==> config.mk <==
export PLATFORM = sky130hd
export DESIGN_NAME = iter_muldiv_flat
export DESIGN_NICKNAME = d
export VERILOG_FILES = /design/src/rtl/iter_muldiv_if.sv /design/src/rtl/iter_muldiv.sv /design/src/flat_wrapper.sv
export SDC_FILE = /design/constraint.sdc
export NUM_CORES = 1
export LEC_CHECK = 0
export BUFFER_PORTS_ARGS = -buffer_cell sky130_fd_sc_hd__buf_4
export CAP_MARGIN = 20
export CORE_UTILIZATION = 50
export DETAILED_ROUTE_END_ITERATION = 6
export GPL_TIMING_DRIVEN = 0
export PLACE_DENSITY = 0.66
export SETUP_SLACK_MARGIN = 0.5
export SLEW_MARGIN = 20
export SYNTH_ARGS = -nofsm -noshare
export SYNTH_HDL_FRONTEND = slang
export SYNTH_SLANG_ARGS = --single-unit
==> constraint.sdc <==
create_clock -name clk -period 8.9 [get_ports clk]
set_input_delay 1.335 -clock clk [delete_from_list [all_inputs] [get_ports clk]]
set_output_delay 1.335 -clock clk [all_outputs]
set_load 0.05 [all_outputs]
==> src/rtl/iter_muldiv_if.sv <==
// iter_muldiv_if: request/response bundle between the datapath and the
// iterative multiply/divide unit.
interface iter_muldiv_if #(
  parameter int WIDTH = 32
);
  logic                 in_valid;
  logic [1:0]           mode;
  logic [WIDTH-1:0]     op_a;
  logic [WIDTH-1:0]     op_b;
  logic [2*WIDTH-1:0]   result;
  logic                 out_valid;
  logic                 stall;

  modport master (
    output in_valid, mode, op_a, op_b,
    input  result, out_valid, stall
  );

  modport slave (
    input  in_valid, mode, op_a, op_b,
    output result, out_valid, stall
  );
endinterface

==> src/rtl/iter_muldiv.sv <==
// iter_muldiv: sequential multiply/divide unit, one result bit per cycle.
// Modes: 00 unsigned mul, 01 signed mul, 10 unsigned div, 11 signed div.
// Multiply result is the full product; divide result is {remainder, quotient}.
// Optional feature macro: MULDIV_EARLY_OUT_EN -- multiplies finish as soon as
// the remaining multiplier magnitude bits are all zero.
module iter_muldiv #(
  parameter int WIDTH = 32
) (
  input logic          clk,
  input logic          rst_n,
  iter_muldiv_if.slave bus
);

  localparam int CW = $clog2(WIDTH + 1);

  typedef enum logic [1:0] {IDLE, CALC, DONE} state_t;

  state_t               state;
  logic                 is_div;
  logic                 sign_a;
  logic                 sign_b;
  logic [WIDTH-1:0]     a_raw;
  logic [WIDTH-1:0]     mag_b;
  logic [WIDTH-1:0]     work;
  logic [WIDTH-1:0]     rem;
  logic [2*WIDTH-1:0]   acc;
  logic [2*WIDTH-1:0]   mcand_sh;
  logic [2*WIDTH-1:0]   result_q;
  logic                 out_valid_q;
  logic [CW-1:0]        cnt;

  logic                 calc_last;
  logic [WIDTH-1:0]     mag_a_in;
  logic [WIDTH-1:0]     mag_b_in;
  logic [WIDTH:0]       trial;
  logic                 trial_ge;
  logic [WIDTH-1:0]     trial_sub;
  logic [WIDTH-1:0]     q_fix;
  logic [WIDTH-1:0]     r_fix;
  logic [2*WIDTH-1:0]   final_result;

  assign bus.stall     = (state != IDLE);
  assign bus.out_valid = out_valid_q;
  assign bus.result    = result_q;

`ifdef MULDIV_EARLY_OUT_EN
  // A multiply is complete once every remaining multiplier bit has been consumed.
  assign calc_last = (cnt == CW'(WIDTH)) || (!is_div && (cnt != '0) && (work == '0));
`else
  assign calc_last = (cnt == CW'(WIDTH));
`endif

  // Operand magnitudes; the most negative value maps to 2^(WIDTH-1) unsigned.
  always_comb begin
    mag_a_in = bus.op_a;
    mag_b_in = bus.op_b;
    if (bus.mode[0] && bus.op_a[WIDTH-1]) mag_a_in = -bus.op_a;
    if (bus.mode[0] && bus.op_b[WIDTH-1]) mag_b_in = -bus.op_b;
  end

  // Restoring-division trial subtract for the next quotient bit.
  always_comb begin
    trial     = {rem, work[WIDTH-1]};
    trial_ge  = (trial >= {1'b0, mag_b});
    trial_sub = trial[WIDTH-1:0] - mag_b;
  end

  // Sign correction and divide-by-zero handling for the final result.
  always_comb begin
    q_fix        = work;
    r_fix        = rem;
    final_result = acc;
    if (!is_div) begin
      if (sign_a ^ sign_b) final_result = -acc;
    end else if (mag_b == '0) begin
      final_result = {a_raw, {WIDTH{1'b1}}};
    end else begin
      if (sign_a ^ sign_b) q_fix = -work;
      if (sign_a)          r_fix = -rem;
      final_result = {r_fix, q_fix};
    end
  end

  // Control FSM and iteration datapath: accept, iterate, publish, return to idle.
  always_ff @(posedge clk or negedge rst_n) begin
    if (!rst_n) begin
      state       <= IDLE;
      is_div      <= 1'b0;
      sign_a      <= 1'b0;
      sign_b      <= 1'b0;
      a_raw       <= '0;
      mag_b       <= '0;
      work        <= '0;
      rem         <= '0;
      acc         <= '0;
      mcand_sh    <= '0;
      result_q    <= '0;
      out_valid_q <= 1'b0;
      cnt         <= '0;
    end else begin
      case (state)
        IDLE: begin
          out_valid_q <= 1'b0;
          if (bus.in_valid) begin
            is_div   <= bus.mode[1];
            sign_a   <= bus.mode[0] & bus.op_a[WIDTH-1];
            sign_b   <= bus.mode[0] & bus.op_b[WIDTH-1];
            a_raw    <= bus.op_a;
            mag_b    <= mag_b_in;
            work     <= mag_a_in;
            mcand_sh <= {{WIDTH{1'b0}}, mag_b_in};
            acc      <= '0;
            rem      <= '0;
            cnt      <= '0;
            state    <= CALC;
          end
        end
        CALC: begin
          if (calc_last) begin
            result_q    <= final_result;
            out_valid_q <= 1'b1;
            state       <= DONE;
          end else begin
            cnt <= cnt + 1'b1;
            if (!is_div) begin
              if (work[0]) acc <= acc + mcand_sh;
              mcand_sh <= mcand_sh << 1;
              work     <= work >> 1;
            end else if (trial_ge) begin
              rem  <= trial_sub;
              work <= {work[WIDTH-2:0], 1'b1};
            end else begin
              rem  <= trial[WIDTH-1:0];
              work <= {work[WIDTH-2:0], 1'b0};
            end
          end
        end
        DONE: begin
          out_valid_q <= 1'b0;
          state       <= IDLE;
        end
        default: begin
          out_valid_q <= 1'b0;
          state       <= IDLE;
        end
      endcase
    end
  end

endmodule

==> src/flat_wrapper.sv <==
// flat-port wrapper written by rule: the top's interface ports become plain ports
module iter_muldiv_flat 
#(
  parameter int WIDTH = 32
)
  (clk, rst_n, bus_in_valid, bus_mode, bus_op_a, bus_op_b, bus_result, bus_out_valid, bus_stall);
  iter_muldiv_if #(.WIDTH(WIDTH)) bus_i ();
  input logic clk;
  input logic rst_n;
  input wire logic [$bits(bus_i.in_valid)-1:0] bus_in_valid;
  input wire logic [$bits(bus_i.mode)-1:0] bus_mode;
  input wire logic [$bits(bus_i.op_a)-1:0] bus_op_a;
  input wire logic [$bits(bus_i.op_b)-1:0] bus_op_b;
  output wire logic [$bits(bus_i.result)-1:0] bus_result;
  output wire logic [$bits(bus_i.out_valid)-1:0] bus_out_valid;
  output wire logic [$bits(bus_i.stall)-1:0] bus_stall;
  assign bus_i.in_valid = bus_in_valid;
  assign bus_i.mode = bus_mode;
  assign bus_i.op_a = bus_op_a;
  assign bus_i.op_b = bus_op_b;
  assign bus_result = bus_i.result;
  assign bus_out_valid = bus_i.out_valid;
  assign bus_stall = bus_i.stall;
  iter_muldiv #(.WIDTH(WIDTH)) u_core (.clk(clk), .rst_n(rst_n), .bus(bus_i));
endmodule
---- Word level (Yosys, flattened, before mapping) ----
Index checks and enable logic that the tools add are counted.
W data, S select, Z words.
word-level totals
  bits in registers ....................... 332
  input bits .............................. 69
  output and inout port bits .............. 66
operators by class
  add/sub/neg operators ................... 8
  order comparisons ....................... 1
  equality and inequality tests ........... 8
  multiplexer cells ....................... 34
  bitwise operators ....................... 3
  reduce and logical (&&, ||, !) cells .... 13
operators with widths
  kind                   count
  $mux W64               10
  $mux W32               11
  $pmux W64 S2           2
  $neg A32 Y32           4
  $pmux W32 S2           2
  $add A64 B64 Y64       1
  $neg A64 Y64           1
  $ge A33 B32 Y1         1
  $logic_not A32 Y1      1
  $sub A32 B32 Y32       1
  $mux W6                2
  $pmux W6 S2            1
  $reduce_and A4 Y1      2
  $add A6 B1 Y6 const B  1
  $eq A6 B6 Y1 const B   1
  $ne A2 B1 Y1 const B   3
  $ne A2 B2 Y1 const B   3
  $reduce_and A2 Y1      3
  $reduce_and A5 Y1      1
  $mux W2                2
  $pmux W2 S2            1
  $reduce_bool A2 Y1     2
  $mux W1                3
  $reduce_and A3 Y1      1
  other kinds (5)        7

---- Logic depth before layout (Yosys ltp) ----
  depth in word-level cells ............... 5
  depth in mapped cells ................... 14
  depth with buffers taken out ............ 14

---- Worst setup path before layout ----
OpenSTA, ideal clock, no wires.
  path kind ............................... input to register
  start ................................... input bus_op_b[6]
  end ..................................... register u_core.mcand_sh[26]
  library setup time ...................... 0.133 ns
  arrival ................................. 3.434 ns
  path slack .............................. 5.333 ns
  stages on the path ...................... 10
  path buffers ............................ 0
  cells stage by stage .................... or3_1 nor3_1 nor2b_1 nand2_1 or4_1 o31ai_1 xor2_1 nor2_1 a21oi_1 o21ai_0
on the way
  longest elaborated chain between the ends .. 4
RTL lines
  element                 line                text
  start: declaration      flat_wrapper.sv:13  input wire logic [$bits(bus_i.op_b)-1:0] bus_op_b;
  $neg A32 Y32            iter_muldiv.sv:58   if (bus.mode[0] && bus.op_b[WIDTH-1]) mag_b_in = -bus.op_b;
  $mux W32                iter_muldiv.sv:58
  $mux W64                iter_muldiv.sv:104  if (bus.in_valid) begin
  $pmux W64 S2            iter_muldiv.sv:101  case (state)
  end signal: assignment  iter_muldiv.sv:111  mcand_sh <= {{WIDTH{1'b0}}, mag_b_in};
  end signal: assignment  iter_muldiv.sv:127  mcand_sh <= mcand_sh << 1;
  end: declaration        iter_muldiv.sv:27   logic [2*WIDTH-1:0] mcand_sh;
Every way passes these cells. The select of a mux whose other input is x is not followed.
A chain may end at the register's enable or synchronous reset.

---- Worst setup path in the final report ----
  start ................................... register u_core.mcand_sh[0]
  end ..................................... register u_core.acc[58]
on the way
  longest elaborated chain between the ends .. 5
RTL lines
  element                 line                text
  $add A64 B64 Y64        iter_muldiv.sv:126  if (work[0]) acc <= acc + mcand_sh;
  $mux W64                iter_muldiv.sv:126
  $mux W64                iter_muldiv.sv:125  if (!is_div) begin
  $mux W64                iter_muldiv.sv:119  if (calc_last) begin
  $pmux W64 S2            iter_muldiv.sv:101
  end signal: assignment  iter_muldiv.sv:126
  end: declaration        iter_muldiv.sv:26   logic [2*WIDTH-1:0] acc;
Every way passes these cells. The select of a mux whose other input is x is not followed.

==> key figures <==
Clock network
  • CTS resizes: 0
  • CTS hold repair buffers: 0
  • Sink Count: 332
  • Post-CTS setup buffers: 0
  • Clock transition at path regs: 60 ps
  • H-Tree Depth: 2
  • Clock Path Buffers: 3
  • Total CTS buffers: 40
  • CTS tree: built
  • Skew-Pair Late Insertion Delay: 580 ps
  • Root buf cell: clkbuf_16

STA
  • Worst Skew: 17.8 ps
  • Slew HR: 0.243
  • Final worst slack: 4540 ps
  • RSZ-0062 raised after global routing: false
  • FMAX: 229 MHz
  • Post-route setup TNS: 0 ps
  • Hold Fails Final Rpt: 0
  • Period utilization: 0.490
  • Tmin final: 4360 ps
  • Hold WS: 477 ps
  • Worst Max-Slew Pin Slew: 1120 ps
  • Final setup viols: 0
  • Max-slew violations: 0

Global route
  • Gr usage total: 0.372
  • Maximum number of pins on one net before global-route repair: 95
  • Total grt overflow: 0
  • Vias in the first global route: 22,000
  • Global-route wire length before repair: 134 mm
  • Initial antenna violation count: 0

Setup path
  • R2R Path Start: u_core.mcand_sh[0]
  • Critical path startpoint: u_core.mcand_sh[0]
  • CP max-delay cell: o31ai_1
  • Crit path cell chain: ha_1 -> inv_1 -> fa_1 -> nor2b_1 -> o31ai_1 -> a211oi_1 -> o31ai_1 -> o31ai_1 -> a32oi_1 -> a21o_1 -> a21oi_1 -> o21a_1 -> o31ai_1
  • Critical Path Fanout Max: 5
  • Largest stage delay on the critical path: 790 ps
  • Worst setup SP type: flop
  • Data required, critical path: 9370 ps
  • Cell mode on critical path: o31ai_1
  • Buf+Inv Stages, Crit Path: 1
  • Worst Path Arrival: 4830 ps
  • Critical path class: reg -> reg
  • CP Capture Type: flop
  • Delay-heaviest family, CP: compound AO/OA/AOI/OAI gates

Final layout
  • Ant. Diodes: 0
  • Fraction of layout cells with a size suffix above 1: 0.0803
  • Synth-to-layout area growth: 13.8%
  • Commonest non-fill, non-tap cell in the layout: nand2_1
  • Area taken by multi-input logic gates: 14,200 um^2
  • Non-Filler Instances: 3,794
  • Commonest cells after routing, fill and taps aside: nand2_1, o21ai_0, dfrtp_1, a21oi_1, nor2_1
  • Fillers: 4,388
  • Nets@finish: 3,331
  • Register Area: 8310 um^2

Power
  • Seq pwr share: 0.247
  • Maximum VDD drop: 304 uV
  • Total power: 11.7 mW
  • P_sw: 6.22 mW
  • Clock share of power: 0.150
  • Sw Ratio: 0.532
  • Pwr Density: 436 nW/um^2
  • Cell-internal power: 5.46 mW
  • LEAKAGE: 11.9 nW
  • Comb pwr share: 0.602

Logic synthesis
  • Ys async rst share: 1.00
  • Ys Warns: 0
  • Sequential share of the synthesized area: 0.353
  • #FFs+latches synth: 332
  • Mapped Cells: 2,979
  • Post-Syn Area: 23,500 um^2
  • Syn_nets: 3,152
  • Post-synth EDFFs: 0
  • Netlist cell types: 82
  • Syn Area/Cell: 7.90 um^2
  • Most used DFF post-synth: dfrtp_1

Floorplan
  • # IOs: 135
  • Die Ht: 219 um
  • Full die area: 47,900 um^2
  • Core Area: 46,500 um^2
  • Die Span X: 219 um
  • Initial Util: 0.506
  • # rows: 79

Place
  • RePlAce Congestion: 1.01
  • Post-DP HPWL: 70.8 mm
  • PortBufs: 134
  • Worst slack, placed: 4600 ps
  • Cells after DPL: 3,723

Min path
  • Hold Path Origin: u_core.bus.result[53]
  • Tightest Hold Check Type: reg -> reg

Route
  • Number of DRC markers in iteration 0: 2,754
  • DR vias: 23,600
  • Vias/cell: 6.23
  • Routed Wire Length: 89.6 mm
  • Antenna viol nets, final: 0
  • DR WL/cell: 23.6 um
  • Total iterations of the first detailed-routing run: 6
  • Post-route DRC: 0

Outcome
  • Status: finished clean

Job
  • Max-cap violations: 0
==> sequential cells by signal, indices dropped and copies added, names as in the netlist, 2 cells and up <==
signal             flops
u_core.work           32
u_core.rem            32
u_core.bus.result     64
u_core.mcand_sh       64
u_core.state           2
u_core.cnt             6
u_core.a_raw          32
u_core.acc            64
u_core.mag_b          32
==> power by group through the flow <==
stage / clock network, mW / registers (mW) / logic, mW
after floorplan: 0 / 2.85 / 4.42
after global placement: 0 / 2.85 / 6.71
after detailed placement: 0 / 2.87 / 6.82
after CTS: 1.78 / 2.85 / 6.86
after global routing: 1.83 / 2.93 / 7.57
final: 1.76 / 2.89 / 7.04
==> logic make-up after synthesis <==
kind of cell | after synthesis | synth area share
xor+xnor | 269 | 0.100
simple gates | 1047 | 0.197
buf+inv | 260 | 0.0436
mux | 40 | 0.0171
flops | 332 | 0.353
fa+ha+maj | 104 | 0.0560
compound gates | 927 | 0.233
==> worst paths after layout <==
check	endpoint	slack (ps)	cells after the start
worst min-delay path	u_core.bus.result[53]	480	2
worst max register to register	u_core.acc[58]	4540	13
min in group asynchronous	u_core.a_raw[21]	810	1
worst max-delay path	u_core.acc[58]	4540	13
worst min register to register	u_core.bus.result[53]	480	2
max in group asynchronous	u_core.mcand_sh[37]	7150	2
==> synthesized netlist by cell type (5+ instances only) <==
cell type	n	share of area
a211o_1	8	0.0030
a211oi_1	13	0.0041
a21o_1	45	0.014
a21oi_1	200	0.043
a22o_1	6	0.0022
a31oi_1	19	0.0051
a32oi_1	12	0.0045
and2_1	11	0.0029
and3_1	8	0.0021
buf_1	8	0.0013
clkbuf_1	156	0.025
dfrtp_1	332	0.35
ha_1	102	0.054
inv_1	84	0.013
mux2i_1	39	0.017
nand2_1	574	0.092
nand2b_1	16	0.0043
nand3_1	50	0.011
nand3b_1	5	0.0016
nand4_1	28	0.0074
nor2_1	198	0.032
nor2b_1	14	0.0037
nor3_1	42	0.0089
nor4_1	32	0.0085
o211ai_1	19	0.0061
o21a_1	10	0.0032
o21ai_0	430	0.091
o21ai_1	6	0.0013
o21bai_1	18	0.0057
o22ai_1	28	0.0074
o311ai_0	16	0.0060
o31a_1	5	0.0019
o31ai_1	39	0.012
o41ai_1	13	0.0048
or2_2	10	0.0027
or3_1	15	0.0040
or4_1	21	0.0067
xnor2_1	141	0.053
xor2_1	128	0.048
==> metrics by stage <==
| step | util | instance area, um^2 |
|---|---|---|
| CTS | 0.576 | 26800 |
| global route | 0.576 | 26800 |
| finish | 0.576 | 26800 |
| floorplan | - | 23500 |
| global placement | 0.544 | 25300 |
| detailed placement | 0.546 | 25400 |
==> final cells by class <==
class | count | area share
inverter | 85 | 0.0119
tap | 607 | 0.0284
sequential | 332 | 0.310
timing repair buffer | 137 | 0.0409
buffer | 175 | 0.0264
clock buffer | 51 | 0.0420
multi-input combinational | 2387 | 0.530
clock inverter | 20 | 0.00963
==> layer usage <==
| metal | vias to the layer above | track usage | share of wire |
|---|---|---|---|
| met5 | - | 0 | 0 |
| met1 | 11400 | 0.542 | 0.45 |
| li1 | 10900 | - | - |
| met2 | 1162 | 0.542 | 0.42 |
| met3 | 178 | 0.0552 | 0.091 |
| met4 | 0 | 0.165 | 0.045 |
==> tightest hold or removal path, delay by kind of cell, from the launching register on <==
family,cells,cell delay (ps)
flops,1,340
compound gates,1,60
simple gates,1,50
(Power assumes the default switching activity.)
